===== config.mk =====
export PLATFORM = sky130hd
export DESIGN_NAME = shift_reg_pipe_flat
export DESIGN_NICKNAME = d
export VERILOG_FILES = /design/src/rtl/shift_reg_pipe_pkg.sv /design/src/rtl/shift_reg_pipe_if.sv /design/src/rtl/shift_reg_pipe_shift_stage.sv /design/src/rtl/shift_reg_pipe.sv /design/src/flat_wrapper.sv
export SDC_FILE = /design/constraint.sdc
export NUM_CORES = 1
export LEC_CHECK = 0
export BUFFER_PORTS_ARGS = -buffer_cell sky130_fd_sc_hd__buf_4
export CAP_MARGIN = 5
export CORE_UTILIZATION = 55
export DETAILED_ROUTE_END_ITERATION = 8
export MAX_ROUTING_LAYER = met4
export PLACE_DENSITY = 0.88
export SLEW_MARGIN = 20
export SYNTH_ARGS = -nofsm -noshare
export SYNTH_HDL_FRONTEND = slang
export SYNTH_SLANG_ARGS = --single-unit

===== constraint.sdc =====
create_clock -name clk -period 4.1 [get_ports clk]
set_input_delay 0.41 -clock clk [delete_from_list [all_inputs] [get_ports clk]]
set_output_delay 0.41 -clock clk [all_outputs]
set_load 0.005 [all_outputs]

===== src/rtl/shift_reg_pipe_pkg.sv =====
// Shared mode encodings and the occupancy-width helper for the shift_reg_pipe block.
package shift_reg_pkg;

    localparam logic [1:0] MODE_HOLD  = 2'b00;
    localparam logic [1:0] MODE_SHIFT = 2'b01;
    localparam logic [1:0] MODE_LOAD  = 2'b10;
    localparam logic [1:0] MODE_CLEAR = 2'b11;

    // Bits needed to count 0..depth inclusive.
    function automatic int occ_w(input int depth);
        return $clog2(depth + 1);
    endfunction

endpackage


===== src/rtl/shift_reg_pipe_if.sv =====
// Control/data bundle for shift_reg_pipe; optional tap ports appear when SHIFT_REG_TAP_EN is defined.
interface shift_reg_pipe_if
    import shift_reg_pkg::*;
#(
    parameter int WIDTH = 1,
    parameter int DEPTH = 10
);
    localparam int CNT_W = occ_w(DEPTH);
    localparam int SEL_W = $clog2(DEPTH);

    logic [1:0]             mode;
    logic [WIDTH-1:0]       in_data;
    logic                   in_valid;
    logic [WIDTH*DEPTH-1:0] load_data;
    logic [WIDTH-1:0]       out_data;
    logic                   out_valid;
    logic [WIDTH*DEPTH-1:0] par_data;
    logic [CNT_W-1:0]       occ;
    logic                   full;
    logic                   empty;
`ifdef SHIFT_REG_TAP_EN
    logic [SEL_W-1:0]       tap_sel;
    logic [WIDTH-1:0]       tap_data;
    logic                   tap_valid;
`endif

    modport master (
        output mode, in_data, in_valid, load_data,
`ifdef SHIFT_REG_TAP_EN
        output tap_sel,
        input  tap_data, tap_valid,
`endif
        input  out_data, out_valid, par_data, occ, full, empty
    );

    modport slave (
        input  mode, in_data, in_valid, load_data,
`ifdef SHIFT_REG_TAP_EN
        input  tap_sel,
        output tap_data, tap_valid,
`endif
        output out_data, out_valid, par_data, occ, full, empty
    );

endinterface


===== src/rtl/shift_reg_pipe_shift_stage.sv =====
// One {data, valid} stage of the chain: clear beats load, load beats shift, otherwise hold.
module shift_stage #(
    parameter int WIDTH = 1
) (
    input  logic             clk,
    input  logic             rst,
    input  logic             clr_i,
    input  logic             load_i,
    input  logic             shift_i,
    input  logic [WIDTH-1:0] load_data_i,
    input  logic [WIDTH-1:0] shift_data_i,
    input  logic             shift_valid_i,
    output logic [WIDTH-1:0] data_o,
    output logic             valid_o
);

    logic [WIDTH-1:0] data_q, data_d;
    logic             valid_q, valid_d;

    // NOTE: next-state defaults to the current state first, so no path leaves data_d/valid_d unassigned and no latch is inferred.
    always_comb begin
        data_d  = data_q;
        valid_d = valid_q;
        if (clr_i) begin
            data_d  = '0;
            valid_d = 1'b0;
        end else if (load_i) begin
            data_d  = load_data_i;
            valid_d = 1'b1;
        end else if (shift_i) begin
            data_d  = shift_data_i;
            valid_d = shift_valid_i;
        end
    end

    // NOTE: sequential state uses non-blocking assignments so every stage samples its neighbour's pre-edge value.
    always_ff @(posedge clk) begin
        if (rst) begin
            data_q  <= '0;
            valid_q <= 1'b0;
        end else begin
            data_q  <= data_d;
            valid_q <= valid_d;
        end
    end

    assign data_o  = data_q;
    assign valid_o = valid_q;

endmodule


===== src/rtl/shift_reg_pipe.sv =====
// DEPTH-stage, WIDTH-bit shift chain with HOLD/SHIFT/LOAD/CLEAR modes and occupancy count.
// Optional stage tap outputs are enabled by defining SHIFT_REG_TAP_EN.
module shift_reg_pipe
    import shift_reg_pkg::*;
#(
    parameter int WIDTH = 1,
    parameter int DEPTH = 10
) (
    input logic            clk,
    input logic            rst,
    shift_reg_pipe_if.slave bus
);

    localparam int CNT_W = occ_w(DEPTH);
    localparam logic [CNT_W-1:0] OCC_FULL    = CNT_W'(DEPTH);
    localparam logic [CNT_W:0]   OCC_MAX_SUM = (CNT_W + 1)'(DEPTH);

    logic [WIDTH-1:0] stage_data  [DEPTH];
    logic             stage_valid [DEPTH];

    logic clr, load, shift;
    assign clr   = (bus.mode == MODE_CLEAR);
    assign load  = (bus.mode == MODE_LOAD);
    assign shift = (bus.mode == MODE_SHIFT);

    for (genvar k = 0; k < DEPTH; k++) begin : g_stage
        logic [WIDTH-1:0] prev_data;
        logic             prev_valid;
        if (k == 0) begin : g_head
            assign prev_data  = bus.in_data;
            assign prev_valid = bus.in_valid;
        end else begin : g_body
            assign prev_data  = stage_data[k-1];
            assign prev_valid = stage_valid[k-1];
        end

        shift_stage #(.WIDTH(WIDTH)) u_stage (
            .clk          (clk),
            .rst          (rst),
            .clr_i        (clr),
            .load_i       (load),
            .shift_i      (shift),
            .load_data_i  (bus.load_data[k*WIDTH +: WIDTH]),
            .shift_data_i (prev_data),
            .shift_valid_i(prev_valid),
            .data_o       (stage_data[k]),
            .valid_o      (stage_valid[k])
        );
    end

    logic [CNT_W-1:0] occ_q, occ_d;
    logic [CNT_W:0]   occ_sum;

    // One spare bit so the +in/-out arithmetic can never wrap silently.
    always_comb begin
        occ_sum = {1'b0, occ_q} + {{CNT_W{1'b0}}, bus.in_valid}
                                - {{CNT_W{1'b0}}, stage_valid[DEPTH-1]};
    end

    always_comb begin
        occ_d = occ_q;
        case (bus.mode)
            MODE_SHIFT: occ_d = occ_sum[CNT_W-1:0];
            MODE_LOAD:  occ_d = OCC_FULL;
            MODE_CLEAR: occ_d = '0;
            default:    occ_d = occ_q;
        endcase
    end

    always_ff @(posedge clk) begin
        if (rst) occ_q <= '0;
        else     occ_q <= occ_d;
    end

    occ_bound_a: assert property (@(posedge clk) disable iff (rst)
        (occ_sum <= OCC_MAX_SUM) && (occ_q <= OCC_FULL));

    logic [WIDTH*DEPTH-1:0] par;
    always_comb begin
        par = '0;
        for (int k = 0; k < DEPTH; k++) par[k*WIDTH +: WIDTH] = stage_data[k];
    end

    assign bus.par_data  = par;
    assign bus.out_data  = stage_data[DEPTH-1];
    assign bus.out_valid = stage_valid[DEPTH-1];
    assign bus.occ       = occ_q;
    assign bus.full      = (occ_q == OCC_FULL);
    assign bus.empty     = (occ_q == '0);

`ifdef SHIFT_REG_TAP_EN
    logic [WIDTH-1:0] tap_data_q, tap_data_d;
    logic             tap_valid_q, tap_valid_d;

    // Samples the stage as it stands before this edge, so the tap trails the chain by one cycle.
    always_comb begin
        tap_data_d  = '0;
        tap_valid_d = 1'b0;
        if (int'(bus.tap_sel) < DEPTH) begin
            tap_data_d  = stage_data[bus.tap_sel];
            tap_valid_d = stage_valid[bus.tap_sel];
        end
    end

    always_ff @(posedge clk) begin
        if (rst) begin
            tap_data_q  <= '0;
            tap_valid_q <= 1'b0;
        end else begin
            tap_data_q  <= tap_data_d;
            tap_valid_q <= tap_valid_d;
        end
    end

    assign bus.tap_data  = tap_data_q;
    assign bus.tap_valid = tap_valid_q;
`endif

endmodule


===== src/flat_wrapper.sv =====
// flat-port wrapper written by rule: the top's interface ports become plain ports
module shift_reg_pipe_flat import shift_reg_pkg::*;
#(
    parameter int WIDTH = 1,
    parameter int DEPTH = 10
)
  (clk, rst, bus_mode, bus_in_data, bus_in_valid, bus_load_data, bus_out_data, bus_out_valid, bus_par_data, bus_occ, bus_full, bus_empty);
  shift_reg_pipe_if #(.WIDTH(WIDTH), .DEPTH(DEPTH)) bus_i ();
  input logic clk;
  input logic rst;
  input wire logic [$bits(bus_i.mode)-1:0] bus_mode;
  input wire logic [$bits(bus_i.in_data)-1:0] bus_in_data;
  input wire logic [$bits(bus_i.in_valid)-1:0] bus_in_valid;
  input wire logic [$bits(bus_i.load_data)-1:0] bus_load_data;
  output wire logic [$bits(bus_i.out_data)-1:0] bus_out_data;
  output wire logic [$bits(bus_i.out_valid)-1:0] bus_out_valid;
  output wire logic [$bits(bus_i.par_data)-1:0] bus_par_data;
  output wire logic [$bits(bus_i.occ)-1:0] bus_occ;
  output wire logic [$bits(bus_i.full)-1:0] bus_full;
  output wire logic [$bits(bus_i.empty)-1:0] bus_empty;
  assign bus_i.mode = bus_mode;
  assign bus_i.in_data = bus_in_data;
  assign bus_i.in_valid = bus_in_valid;
  assign bus_i.load_data = bus_load_data;
  assign bus_out_data = bus_i.out_data;
  assign bus_out_valid = bus_i.out_valid;
  assign bus_par_data = bus_i.par_data;
  assign bus_occ = bus_i.occ;
  assign bus_full = bus_i.full;
  assign bus_empty = bus_i.empty;
  shift_reg_pipe #(.WIDTH(WIDTH), .DEPTH(DEPTH)) u_core (.clk(clk), .rst(rst), .bus(bus_i));
endmodule

==> reports/metrics.yaml <==
clock_network:
  cts_max_level: 1
  cts_max_path_buffers: 2
  cts.sinks: 24
  cts_tree: "yes"
  cts_buffers: 3
  holdBufCountCts: 0
  path_clk_slew_ns: 0.13
  post_cts_buffers: 0
  cts_resized: 0
  clock_latency_ns: 0.32
  root_buffer: "clkbuf_4"
pwr:
  power_density_nw_per_um2: 367
  ir_drop_mv: 0.339
  p_leak_nw: 0.635
  power_uw: 537
timing:
  finalMaxSlewViolations: 0
  report.final.hold_viol_count: 0
  slew_headroom_pct: 31.8
  setup_viol: 0
  worst_pin_slew_ns: 1.02
  rsz0062_at_grt: "no"
  final.setup.tns_ns: 0
  skew_ns: 0.00626
  finalCritPeriodShare_pct: 47.2
  max_freq_ghz: 0.517
  min_period_ns: 1.94
grt:
  grt_pass1_wl_mm: 3.86
  grt_overflow: 0
  grt_pass1_vias: 927
  grt_max_degree: 41
  antenna_found_initial: 0
  grt_usage_pct: 21.0
run_status:
  status: "finished, final reports clean"
synth:
  netlist_top_cells_count: "dfxtp_1 (24), nor2_1 (24), a21oi_1 (15)"
  ys_ff_latch: 24
  synth.distinct_cells: 26
  netlist_top_cells_area: "dfxtp_1 (38%), ha_1 (8.9%), mux2i_1 (7.9%), nor2_1 (7.1%), a211oi_1 (5.9%)"
  syn_nets: 171
  yosysWarnings: 0
  syn-mean-instance-area_um2: 8.71
  syn_area_um2: 1260
  ys_async_sr_fraction_pct: 0
  synth_top_area_share_pct: 38.1
  synth-edff-count: 0
  synth_cells: 145
  ys_seq_area_share_pct: 38.1
  dominantRegCellSynth: "dfxtp_1"
  synth_top_area_cell: "dfxtp_1"
route:
  drtIter0Drc: 22
  drtAntennaViolNets: 0
  wirelength_mm: 2.32
  vias: 1019
  drc: 0
  wl_per_cell_um: 12.2
  first_pass_iters: 4
  vias_per_cell: 5.36
worst_setup_path:
  end_kind: "register"
  cp.required_ns: 4.38
  cp-start-kind: "register"
  crit_chain: "inv_1, ha_1, inv_1, ha_1, fa_1, xnor2_1, nor4_1, a21oi_1, nor2_1"
  worst-path-buf-inv: 2
  slowest_delay_ns: 0.39
  worstSetupPathType: "register to register"
  crit_fanout: 3
  r2r-start: "u_core.bus.occ[0]"
  cp_slowest_cell: "dfxtp_1"
  worst_path_dominant_cell_family: "adder cells"
  cp.arrival_ns: 2.21
  startpoint: "u_core.bus.occ[0]"
cells_and_area:
  fin_nets: 190
  antenna_cells: 0
  area_growth_pct: 15.8
  register_area_um2: 480
  nFillCells: 160
  multi_input_area_um2: 629
  drive_gt1_share_pct: 24.5
  final_cell_count_no_fill: 190
place:
  gp_congestion: 0.754
  dp_hpwl_mm: 1.67
  io_buffers: 33
  placed_cells: 186
die:
  ios: 34
  die-area_um2: 2490
  die_h_um: 49.9
  core_area_um2: 2060
  rows: 16
  initial_core_util_pct: 61.2
  die_w_um: 49.9
job:
  maxCapViolations: 0
worst_hold_path:
  hp-start: "rst"
  hp-class: "input pin to register"
==> cells in the final DEF, fill, tap and decap left out, types with 3 or more instances in the layout <==
master    synthesis  routed
a21oi_1          15      15
o21ai_0          10      10
nor2_1           24      24
ha_1              9       9
dfxtp_1          24      24
inv_1             9       9
buf_4            10      33
a211oi_1         10      10
mux2i_1          10      10
clkbuf_4          0       3
==> final timing paths <==
| path | to | slack (ns) | cells past startpoint |
|---|---|---|---|
| worst max-delay path | u_core.bus.occ[2] | 2.16 | 9 |
| worst min-delay path | u_core.bus.occ[2] | 0.27 | 2 |
| worst max register to register | u_core.bus.occ[2] | 2.16 | 9 |
| worst min register to register | u_core.g_stage[7].u_stage.valid_o | 0.51 | 2 |
==> state kept, by name, indices dropped and copies added (netlist names) <==
register,cells
u_core.bus.occ,4
u_core.g_stage.u_stage.data_o,10
u_core.g_stage.u_stage.valid_o,10
==> per-layer routing <==
metal  up-vias  global-route usage [%]  share of wire (%)
li1        523                       -                  -
met1       464                    22.9                 44
met2        29                    36.5                 51
met3         3                    5.56                4.4
met4         0                    7.14               0.99
met5         -                       -                  0
==> power by group <==
| group | leakage [nW] | total (mW) | internal, mW | switching [mW] |
|---|---|---|---|---|
| registers | 0.198 | 0.268 | 0.254 | 0.0140 |
| logic | 0.416 | 0.142 | 0.0715 | 0.0709 |
| clock network | 0.0210 | 0.126 | 0.0544 | 0.0719 |
| total | 0.635 | 0.537 | 0.380 | 0.157 |
==> cells by family after synthesis <==
family / Yosys count / share of synthesized area, %
DFF: 24 / 38.1
and+or+nand+nor: 33 / 11.6
buffers and inverters: 28 / 12.1
xor gates and xnor gates: 1 / 0.694
AOI/OAI and AO/OA: 38 / 18.2
adders and majority gates: 10 / 10.5
muxes: 11 / 8.82
==> layout make-up <==
cell class / instances / area share [%]
well taps: 27 / 2.31
inverters: 9 / 2.31
flip-flops and latches: 24 / 32.9
repair buffers: 33 / 17.0
clock buffers: 4 / 2.48
multi-input cells: 93 / 43.1
==> worst reg2reg max path, cell delays in order, from the launching register on <==
cell     delay [ns]
dfxtp_1        0.39
inv_1          0.09
ha_1           0.28
inv_1          0.04
ha_1           0.20
fa_1           0.38
xnor2_1        0.15
nor4_1         0.21
a21oi_1        0.07
nor2_1         0.09
==> stage by stage <==
stage	area, µm²	hold slack [ns]	setup slack [ns]	util, %
floorplan	1260	0.475	2.37	-
global placement	1430	0.487	2.16	69.1
detailed placement	1430	0.493	2.06	69.1
CTS	1460	0.262	2.19	70.9
global route	1460	0.256	2.06	70.9
finish	1460	0.273	2.16	70.9
Power figures use the tool's default switching activity.
